## config.mk

```make
export PLATFORM = sky130hd
export DESIGN_NAME = enigma_tx_path
export DESIGN_NICKNAME = d
export VERILOG_FILES = /design/src/rtl/enigma_pkg.sv /design/src/rtl/sync_fifo.sv /design/src/rtl/enigma_tx_path.sv
export SDC_FILE = /design/constraint.sdc
export NUM_CORES = 1
export LEC_CHECK = 0
export CORE_ASPECT_RATIO = 1.4
export CORE_MARGIN = 1.5
export CORE_UTILIZATION = 61
export DETAILED_ROUTE_END_ITERATION = 10
export MAX_ROUTING_LAYER = met4
export PLACE_DENSITY = 0.79
export SYNTH_ARGS = -nofsm -noshare
export SYNTH_HDL_FRONTEND = slang
export SYNTH_SLANG_ARGS = --single-unit
```

## constraint.sdc

```tcl
create_clock -name clk -period 3.5 [get_ports clk]
set_input_delay 0.525 -clock clk [delete_from_list [all_inputs] [get_ports clk]]
set_output_delay 0.525 -clock clk [all_outputs]
set_load 0.01 [all_outputs]
```

## src/rtl/enigma_pkg.sv

```systemverilog
// Shared constants, tx state encoding and letter conversion for the Enigma serial link.
package enigma_pkg;

  localparam logic [7:0] ASCII_A     = 8'h41;
  localparam logic [7:0] ASCII_QMARK = 8'h3F;
  localparam logic [7:0] ASCII_CR    = 8'h0D;
  localparam logic [7:0] ASCII_LF    = 8'h0A;

  localparam int unsigned ALPHABET_SIZE = 26;

  typedef enum logic [1:0] {
    IDLE,
    START,
    DATA,
    STOP
  } tx_state_e;

  // Indices outside the alphabet are shown as '?'.
  function automatic logic [7:0] idx_to_ascii(input logic [4:0] idx);
    if (idx < 5'(ALPHABET_SIZE))
      return ASCII_A + {3'b000, idx};
    else
      return ASCII_QMARK;
  endfunction

endpackage

```

## src/rtl/sync_fifo.sv

```systemverilog
// Single-clock FIFO with show-ahead read data; occupancy count drives full/empty.
module sync_fifo #(
  parameter int WIDTH = 8,
  parameter int DEPTH = 16
) (
  input  logic                     clk,
  input  logic                     rst,
  input  logic                     push,
  input  logic                     pop,
  input  logic [WIDTH-1:0]         din,
  output logic [WIDTH-1:0]         dout,
  output logic                     full,
  output logic                     empty,
  output logic [$clog2(DEPTH):0]   count
);

  localparam int AW = $clog2(DEPTH);

  logic [WIDTH-1:0] mem [DEPTH];
  logic [AW-1:0]    wr_ptr;
  logic [AW-1:0]    rd_ptr;
  logic             do_push;
  logic             do_pop;

  assign full    = (count == (AW+1)'(DEPTH));
  assign empty   = (count == '0);
  assign do_push = push & ~full;
  assign do_pop  = pop & ~empty;
  assign dout    = mem[rd_ptr];

  always_ff @(posedge clk) begin
    if (do_push)
      mem[wr_ptr] <= din;
  end

  // Pointers wrap naturally because DEPTH is a power of two.
  always_ff @(posedge clk or posedge rst) begin
    if (rst) begin
      wr_ptr <= '0;
      rd_ptr <= '0;
      count  <= '0;
    end else begin
      if (do_push)
        wr_ptr <= wr_ptr + 1'b1;
      if (do_pop)
        rd_ptr <= rd_ptr + 1'b1;
      case ({do_push, do_pop})
        2'b10:   count <= count + 1'b1;
        2'b01:   count <= count - 1'b1;
        default: count <= count;
      endcase
    end
  end

endmodule

```

## src/rtl/enigma_tx_path.sv

```systemverilog
// Enigma transmit path: letter index -> ASCII -> FIFO -> 8N1 UART, with optional CR/LF every LINE_LEN letters.
module enigma_tx_path
  import enigma_pkg::*;
#(
  parameter int CLKS_PER_BIT = 10416,
  parameter int FIFO_DEPTH   = 16,
  parameter int LINE_LEN     = 0
) (
  input  logic                          clk,
  input  logic                          rst,
  input  logic                          char_valid,
  input  logic [4:0]                    char_idx,
  output logic                          char_ready,
  output logic                          tx_serial,
  output logic                          tx_busy,
  output logic [$clog2(FIFO_DEPTH):0]   fifo_count,
  output logic                          overflow
);

  localparam int CW  = (CLKS_PER_BIT > 1) ? $clog2(CLKS_PER_BIT) : 1;
  localparam int LCW = (LINE_LEN > 1) ? $clog2(LINE_LEN) : 1;
  localparam logic [CW-1:0]  CNT_MAX   = CW'(CLKS_PER_BIT - 1);
  localparam logic [LCW-1:0] LINE_LAST = (LINE_LEN > 0) ? LCW'(LINE_LEN - 1) : '0;

  tx_state_e      state;
  tx_state_e      state_next;

  logic [7:0]     ascii_in;
  logic [7:0]     fifo_dout;
  logic           fifo_full;
  logic           fifo_empty;
  logic           fifo_push;
  logic           fifo_pop;

  logic [CW-1:0]  clk_cnt;
  logic [2:0]     bit_idx;
  logic [7:0]     shift_reg;
  logic           from_fifo;
  logic           cr_pend;
  logic           lf_pend;
  logic [LCW-1:0] line_cnt;

  logic           bit_tick;
  logic           load_en;
  logic [7:0]     load_byte;
  logic           load_from_fifo;
  logic           frame_done;
  logic           line_bit;

  assign ascii_in   = idx_to_ascii(char_idx);
  assign char_ready = ~fifo_full;
  assign fifo_push  = char_valid & ~fifo_full;
  assign bit_tick   = (clk_cnt == CNT_MAX);

  sync_fifo #(
    .WIDTH (8),
    .DEPTH (FIFO_DEPTH)
  ) u_fifo (
    .clk   (clk),
    .rst   (rst),
    .push  (fifo_push),
    .pop   (fifo_pop),
    .din   (ascii_in),
    .dout  (fifo_dout),
    .full  (fifo_full),
    .empty (fifo_empty),
    .count (fifo_count)
  );

  always_ff @(posedge clk or posedge rst) begin
    if (rst)
      overflow <= 1'b0;
    else if (char_valid && fifo_full)
      overflow <= 1'b1;
  end

  always_ff @(posedge clk or posedge rst) begin
    if (rst)
      state <= IDLE;
    else
      state <= state_next;
  end

  always_comb begin
    state_next     = state;
    fifo_pop       = 1'b0;
    load_en        = 1'b0;
    load_byte      = '0;
    load_from_fifo = 1'b0;
    frame_done     = 1'b0;
    line_bit       = 1'b1;
    case (state)
      IDLE: begin
        // Pending line break wins over queued letters.
        if (cr_pend) begin
          load_en    = 1'b1;
          load_byte  = ASCII_CR;
          state_next = START;
        end else if (lf_pend) begin
          load_en    = 1'b1;
          load_byte  = ASCII_LF;
          state_next = START;
        end else if (!fifo_empty) begin
          fifo_pop       = 1'b1;
          load_en        = 1'b1;
          load_byte      = fifo_dout;
          load_from_fifo = 1'b1;
          state_next     = START;
        end
      end
      START: begin
        line_bit = 1'b0;
        if (bit_tick)
          state_next = DATA;
      end
      DATA: begin
        line_bit = shift_reg[bit_idx];
        if (bit_tick && bit_idx == 3'd7)
          state_next = STOP;
      end
      STOP: begin
        if (bit_tick) begin
          state_next = IDLE;
          frame_done = 1'b1;
        end
      end
      default: state_next = IDLE;
    endcase
  end

  // The line and busy flag are registered, so both trail the state by one
  // cycle and stay aligned with each other.
  always_ff @(posedge clk or posedge rst) begin
    if (rst) begin
      tx_serial <= 1'b1;
      tx_busy   <= 1'b0;
      clk_cnt   <= '0;
      bit_idx   <= '0;
      shift_reg <= '0;
      from_fifo <= 1'b0;
      cr_pend   <= 1'b0;
      lf_pend   <= 1'b0;
      line_cnt  <= '0;
    end else begin
      tx_serial <= line_bit;
      tx_busy   <= (state != IDLE);

      if (state == IDLE || bit_tick)
        clk_cnt <= '0;
      else
        clk_cnt <= clk_cnt + 1'b1;

      if (state != DATA)
        bit_idx <= '0;
      else if (bit_tick)
        bit_idx <= bit_idx + 3'd1;

      if (load_en) begin
        shift_reg <= load_byte;
        from_fifo <= load_from_fifo;
        if (cr_pend) begin
          cr_pend <= 1'b0;
          lf_pend <= 1'b1;
        end else if (lf_pend) begin
          lf_pend <= 1'b0;
        end
      end

      if (frame_done && from_fifo && LINE_LEN > 0) begin
        if (line_cnt == LINE_LAST) begin
          line_cnt <= '0;
          cr_pend  <= 1'b1;
        end else begin
          line_cnt <= line_cnt + 1'b1;
        end
      end
    end
  end

endmodule
```

# Word level (Yosys, flattened, before mapping)
# Memory sizes are Yosys's and may differ from the RTL's. A register that Yosys moved wholly into a read port is not among the register bits.
# Cells that the tools add are included.
# Widths: inputs -> output; s select.
# totals
reg_bits	35
ramBits	128
inputBits	8
output_inout_bits	9
wordCells	63
mem_count	1
# op_classes
add_sub_neg	7
order_cmp	2
eq_ne	13
n_mux	17
bitwise_logic	5
reduce_logical	9
# memory_table
name	words	width	rd	rd_clocked_by_memory_dff	write_ports	line	text
u_fifo.mem	16	8	1	1	1	sync_fifo.sv:19	logic [WIDTH-1:0] mem [DEPTH];
# ops
cell	n
$add 14x1->14 const B	1
$eq 14x14->1 const B	1
$mux 14	1
$ne 2x2->1 const B	5
$pmux 5 s2	1
$add 4x1->4 const B	2
$add 7x5->8 const A	1
$mux 2	4
$mux 8	1
$pmux 2 s4	1
$eq 2x2->1 const B	3
$mux 3	2
$reduce_bool 2->1	3
$add 5x1->5 const B	1
$eq 5x5->1 const B	1
$logic_not 5->1	1
$lt 5x5->1 const B	1
$mux 1	5
$sub 5x1->5 const B	1
$eq 2x1->1 const B	2
$lt 3x4->1 const B	1
$reduce_and 4->1	1
$add 3x1->3 const B	1
$and 1x1->1	3
other kinds (7)	9

# Logic depth before layout (Yosys ltp)
# depth
ltp_word	6
depth_mapped	12
mapped_depth_nobuf	11

# Hierarchy
# From an unflattened synthesis, not the netlist that was laid out.
# hier_totals
cells_unflattened	469
hier_area_um2	7330.8
# modules_own_cells
module	instances	cells_per_inst	area_per_inst_um2
sync_fifo	1	333	5789.3
enigma_tx_path	1	136	1541.5

# Worst setup path before layout
# OpenSTA, ideal clock, no wires.
# synth_path
kind	register to register
startpoint	reg u_fifo.count[1]
endpoint	reg u_fifo.count[4]
t_arrival_ns	2.734
t_required_ns	3.421
setup_slack_ns	0.687
stages_incl_launch_ff	13
path_buffers	2
synth_period_minus_slack_ns	2.813
path_cell_list	dfrtp_1 -> buf_2 -> or4_4 -> o21ai_4 -> inv_2 -> ha_1 -> clkbuf_1 -> xor2_1 -> ha_1 -> o21a_1 -> o21a_1 -> o32ai_1 -> xor2_1
# synth_via
elab_chain_len	6
# synth_rtl
element	line	text
from (decl)	sync_fifo.sv:14	output logic [$clog2(DEPTH):0] count
from (signal assigned)	sync_fifo.sv:48	2'b10: count <= count + 1'b1;
from (signal assigned)	sync_fifo.sv:49	2'b01: count <= count - 1'b1;
from (signal assigned)	sync_fifo.sv:50	default: count <= count;
$logic_not 5->1 (*)	sync_fifo.sv:26	assign empty = (count == '0);
$mux 1 (*)	enigma_tx_path.sv:103	end else if (!fifo_empty) begin
$mux 1 (*)	-	
net fifo_pop	enigma_tx_path.sv:33	logic fifo_pop;
$and 1x1->1 (*)	sync_fifo.sv:28	assign do_pop = pop & ~empty;
$eq 2x1->1 or $eq 2x2->1 (tied branches)	sync_fifo.sv:47	case ({do_push, do_pop})
$pmux 5 s2 or $reduce_bool 2->1 (tied branches)	-	
# The timed path passes the listed nets; every way through them passes the cells marked *.
# A chain may end at the register's enable or synchronous reset.

# Final worst setup path
# layout_path
startpoint	reg u_fifo.count[1]
endpoint	reg u_fifo.count[4]
# layout_via
elab_chain_len	6
# layout_rtl
element	line
$logic_not 5->1 or $eq 5x5->1 (tied branches)	sync_fifo.sv:26, sync_fifo.sv:25
$mux 1 or $not 1->1 (tied branches)	enigma_tx_path.sv:103, sync_fifo.sv:27, enigma_tx_path.sv:52
$mux 1 or $and 1x1->1 (tied branches)	-
$and 1x1->1, on equally long branches	sync_fifo.sv:28, sync_fifo.sv:27
$eq 2x1->1 or $eq 2x2->1 (tied branches)	sync_fifo.sv:47
$pmux 5 s2 or $reduce_bool 2->1 (tied branches)	-
# Several ways; a longest one is shown, not always the timed one.

==> metrics.log <==
[metrics] share of layout cells above drive strength 1: 0.1969
[metrics] area delta synth->final: 13.88%
[metrics] capturing instance or port of the critical path: u_fifo.count[4]
[metrics] Core Area: 10,460 um^2
[metrics] top post-synthesis cells by area: sky130_fd_sc_hd__edfxtp_1, sky130_fd_sc_hd__dfrtp_1, sky130_fd_sc_hd__mux4_2
[metrics] number of buffers created by CTS: 17
[metrics] Post-Syn Area: 6600 um^2
[metrics] crit path buf inv count: 2
[metrics] number of enable-type register cells in the synthesized netlist: 112
[metrics] I/O pin count: 17
[metrics] number of clock sinks seen by CTS: 154
[metrics] share of total power consumed by net switching: 0.3221
[metrics] pin count of the biggest net entering global routing: 31
[metrics] cell depth of the worst flop-to-flop path: 11
[metrics] Internal Dissipation: 4.164 mW
[metrics] clock latency on the worst-skew pair: 0.42 ns
[metrics] count of nets left with antenna violations after detail routing: 0
[metrics] count of H-tree levels built during CTS: 4
[metrics] fraction of the cycle the final worst path needs: 0.7979
[metrics] clock tree from TritonCTS: done
[metrics] drc violations: 0
[metrics] number of hold-slack violations in the final timing report: 0
[metrics] time the final worst path needs with I/O delays and setup: 2.793 ns
[metrics] Pre-antenna DRT Iters: 4
[metrics] aggregate routed wire length: 12,180 um
[metrics] max capacitance violation total: 0
[metrics] number of antenna violations at the first check in global routing: 0
[metrics] count of yosys warnings during synthesis: 0
[metrics] ordered cell list for the critical path: nor4_1, a21boi_1, buf_4, inv_1, ha_1, xor2_1, ha_1, o21a_1, o21a_1, o32ai_1, xor2_1
[metrics] ys async rst share: 0.2727
[metrics] achievable clock frequency: 0.3581 GHz
[metrics] clock root buffer: sky130_fd_sc_hd__clkbuf_16
[metrics] logic gate share of total power: 0.285
[metrics] maximum root-to-sink buffer count: 2
[metrics] measured slew at the worst slew-check pin: 0.9600 ns
[metrics] final weighted congestion of routability-driven global placement: 0.8473
[metrics] sequential cell fraction of total power: 0.424
[metrics] first-pass GRT wire length: 20,030 um
[metrics] Hold Path Class: register to register
[metrics] average detailed-routed wire length per instance: 20.82 um
[metrics] Setup TNS Final: 0 ns
[metrics] std cell rows: 44
[metrics] pins over their slew limit: 0
[metrics] Clock Skews: 0.005592 ns
[metrics] Worst Path Class, Setup: register to register
[metrics] total global routing track utilization: 0.2452
[metrics] horizontal die dimension: 90.91 um
[metrics] count of hold-fix buffers inserted at cts: 0
[metrics] total cell area at the placement stage: 6937 um^2
[metrics] antenna diode count: 0
[metrics] synthesized netlist cell count: 407
[metrics] max incr delay on CP: 0.49 ns
[metrics] Post-Synthesis Mean Instance Area: 16.22 um^2
[metrics] biggest area consumer among synthesized cells: sky130_fd_sc_hd__edfxtp_1
[metrics] routed via count: 3,500
[metrics] synthesized netlist net count: 433
[metrics] crit-path leading delay family: compound AO/OA/AOI/OAI gates
[metrics] post-CTS setup buffers: 0
[metrics] worst-path cell with the longest stage delay: sky130_fd_sc_hd__dfrtp_1
[metrics] max FFs per register: 112
[metrics] Congestion Overflow GR: 0
[metrics] half-perimeter wire length of the detailed placement result: 7888 um
[metrics] end of the worst register-to-register path: u_fifo.count[4]
[metrics] net switching power: 1.979 mW
[metrics] cell area after layout: 7516 um^2
[metrics] start point of the critical path: u_fifo.count[1]
[metrics] Max Fanout on Critical Path: 10
[metrics] power density over the cells: 817.3 nW/um^2
[metrics] most used flip-flop cell after synthesis: sky130_fd_sc_hd__edfxtp_1
[metrics] die height: 126.1 um
[metrics] share of the synthesized area in the top cell type: 0.5096
[metrics] result of the run: completed
[metrics] arrival time of the worst setup path: 3.14 ns
[metrics] hold wc startpoint: shift_reg[4]
[metrics] proportion of synthesized chip area in sequential cells: 0.6690
[metrics] reg-to-reg slack, setup: 0.71 ns
[metrics] post-layout util: 0.7185
[metrics] final setup violation count: 0
[metrics] Initial DRC Count: 238
[metrics] tightest slew margin relative to the limit: 0.3600
[metrics] register clock-pin slew on the reported worst setup and hold paths: 0.06 ns
[metrics] Die Outline Area: 11,460 um^2
[metrics] RSZ-0062 raised after global routing: false
[metrics] vias per std cell: 5.983
[metrics] total of buffers placed on input and output ports: 16
[metrics] kind of start point of the critical path: register
[metrics] static leakage power: 2.706 nW
[metrics] share of power burned in the clock network: 0.291
[metrics] critical path depth: 11
[metrics] worst reg2reg path startpoint: u_fifo.count[1]
[metrics] Cell variety after synth: 54
[metrics] worst IR drop on VDD: 0.3749 mV
[metrics] number of register bits inferred by synthesis: 154
[metrics] CP endpoint kind: register
[metrics] NumNets Final: 461
[metrics] Crit path required time: 3.85 ns
[metrics] post_cts resized: 0
[metrics] effective utilization at floorplan: 0.6310
[metrics] via count of the first global-routing pass: 3,773
[layout make-up]
class	count	area [um^2]
clock buffers	17	425.4
clock inverters	14	153.9
fillers	637	2944
inverters	13	48.80
multi-input cells	221	2049
flip-flops and latches	154	4415
well taps	138	172.7
repair buffers	28	250.2
[metrics by stage]
stage          setup WS, ns  cells  hold slack, ns  power [mW]
6_report             0.7074    585          0.4836       6.143
5_1_grt              0.3352    585          0.4973       6.435
4_1_cts              0.6843    585          0.4845       6.182
3_5_place_dp         0.5984    554          0.4662       4.377
3_3_place_gp         0.7068    554          0.4541       4.290
2_1_floorplan        0.6867    407          0.4443       3.874
[power by group through the flow]
| stage | Sequential, mW | Combinational, mW | Clock (mW) |
|---|---|---|---|
| 2_1_floorplan | 2.45 | 1.42 | 0 |
| 3_3_place_gp | 2.61 | 1.68 | 0 |
| 3_5_place_dp | 2.64 | 1.74 | 0 |
| 4_1_cts | 2.61 | 1.77 | 1.81 |
| 5_1_grt | 2.65 | 1.90 | 1.88 |
| 6_report | 2.60 | 1.75 | 1.79 |
[per-layer routing]
layer  share of wire  global-route usage
met1            0.40              0.2836
met2            0.55              0.4188
met3           0.030             0.05556
met4           0.023             0.09099
met5               0                   -
[placed cells by master, fill, tap and decap left out, types with 2 or more instances in the layout]
| master | count |
|---|---|
| sky130_fd_sc_hd__nor2_1 | 34 |
| sky130_fd_sc_hd__dfrtp_1 | 41 |
| sky130_fd_sc_hd__mux2i_1 | 11 |
| sky130_fd_sc_hd__a21o_1 | 8 |
| sky130_fd_sc_hd__or4_4 | 2 |
| sky130_fd_sc_hd__o211ai_1 | 2 |
| sky130_fd_sc_hd__a31o_2 | 2 |
| sky130_fd_sc_hd__buf_4 | 12 |
| sky130_fd_sc_hd__nor3_1 | 8 |
| sky130_fd_sc_hd__xnor2_1 | 20 |
| sky130_fd_sc_hd__a21oi_1 | 2 |
| sky130_fd_sc_hd__mux4_2 | 29 |
| sky130_fd_sc_hd__ha_1 | 18 |
| sky130_fd_sc_hd__nand2b_1 | 5 |
| sky130_fd_sc_hd__a211oi_1 | 7 |
| sky130_fd_sc_hd__xor2_1 | 6 |
| sky130_fd_sc_hd__clkbuf_16 | 17 |
| sky130_fd_sc_hd__edfxtp_1 | 112 |
| sky130_fd_sc_hd__nor4_1 | 5 |
| sky130_fd_sc_hd__o21a_1 | 2 |
| sky130_fd_sc_hd__clkinv_4 | 2 |
| sky130_fd_sc_hd__nand3_1 | 4 |
| sky130_fd_sc_hd__o22ai_1 | 7 |
| sky130_fd_sc_hd__inv_6 | 4 |
| sky130_fd_sc_hd__nand4_1 | 4 |
| sky130_fd_sc_hd__clkinvlp_4 | 2 |
| sky130_fd_sc_hd__nand2_1 | 18 |
| sky130_fd_sc_hd__clkdlybuf4s50_1 | 16 |
| sky130_fd_sc_hd__inv_1 | 12 |
| sky130_fd_sc_hd__inv_8 | 5 |
| sky130_fd_sc_hd__o21ai_0 | 3 |
[worst min path at each step]
stage                         to  slack (ns)  depth (start not counted)
floorplan           shift_reg[2]        0.44                          1
global placement        overflow        0.45                          1
detailed placement  shift_reg[5]        0.47                          1
CTS                 shift_reg[1]        0.48                          1
global route        shift_reg[3]        0.50                          1
finish              shift_reg[4]        0.48                          1
[logic make-up after synthesis]
| logic type | count (synthesis) | synth area share |
|---|---|---|
| mux | 42 | 0.1196 |
| flops | 154 | 0.6690 |
| compound gates | 42 | 0.04758 |
| xor+xnor | 26 | 0.03450 |
| fa+ha+maj | 18 | 0.03412 |
| simple gates | 93 | 0.07469 |
| buf+inv | 32 | 0.02047 |
[worst reg2reg max path, delay by kind of cell, from the launching register on]
kind                       cells  cell delay [ns]
AOI/OAI and AO/OA              4             0.63
xor gates and xnor gates       2             0.29
adders and majority gates      2             0.56
buffers and inverters          2             0.27
DFF                            1             0.49
and+or+nand+nor                1             0.49
[Yosys cell counts (2+ instances only)]
cell type	count
sky130_fd_sc_hd__nor4_1	5
sky130_fd_sc_hd__mux4_2	29
sky130_fd_sc_hd__nand3_1	4
sky130_fd_sc_hd__edfxtp_1	112
sky130_fd_sc_hd__nor3_1	8
sky130_fd_sc_hd__buf_2	9
sky130_fd_sc_hd__nor2_1	34
sky130_fd_sc_hd__xor2_1	6
sky130_fd_sc_hd__a211oi_1	7
sky130_fd_sc_hd__o22ai_1	7
sky130_fd_sc_hd__a21oi_1	2
sky130_fd_sc_hd__xnor2_1	20
sky130_fd_sc_hd__a31o_2	2
sky130_fd_sc_hd__o21ai_0	3
sky130_fd_sc_hd__inv_1	12
sky130_fd_sc_hd__buf_1	2
sky130_fd_sc_hd__mux2i_1	11
sky130_fd_sc_hd__nand2_1	18
sky130_fd_sc_hd__ha_1	18
sky130_fd_sc_hd__nand2b_1	5
sky130_fd_sc_hd__nand4_1	4
sky130_fd_sc_hd__dfrtp_1	41
sky130_fd_sc_hd__a21o_1	8
sky130_fd_sc_hd__o211ai_1	2
sky130_fd_sc_hd__o21a_1	2
sky130_fd_sc_hd__clkbuf_1	7
sky130_fd_sc_hd__or4_4	2
Note: power is estimated with default switching activity, not from simulation.
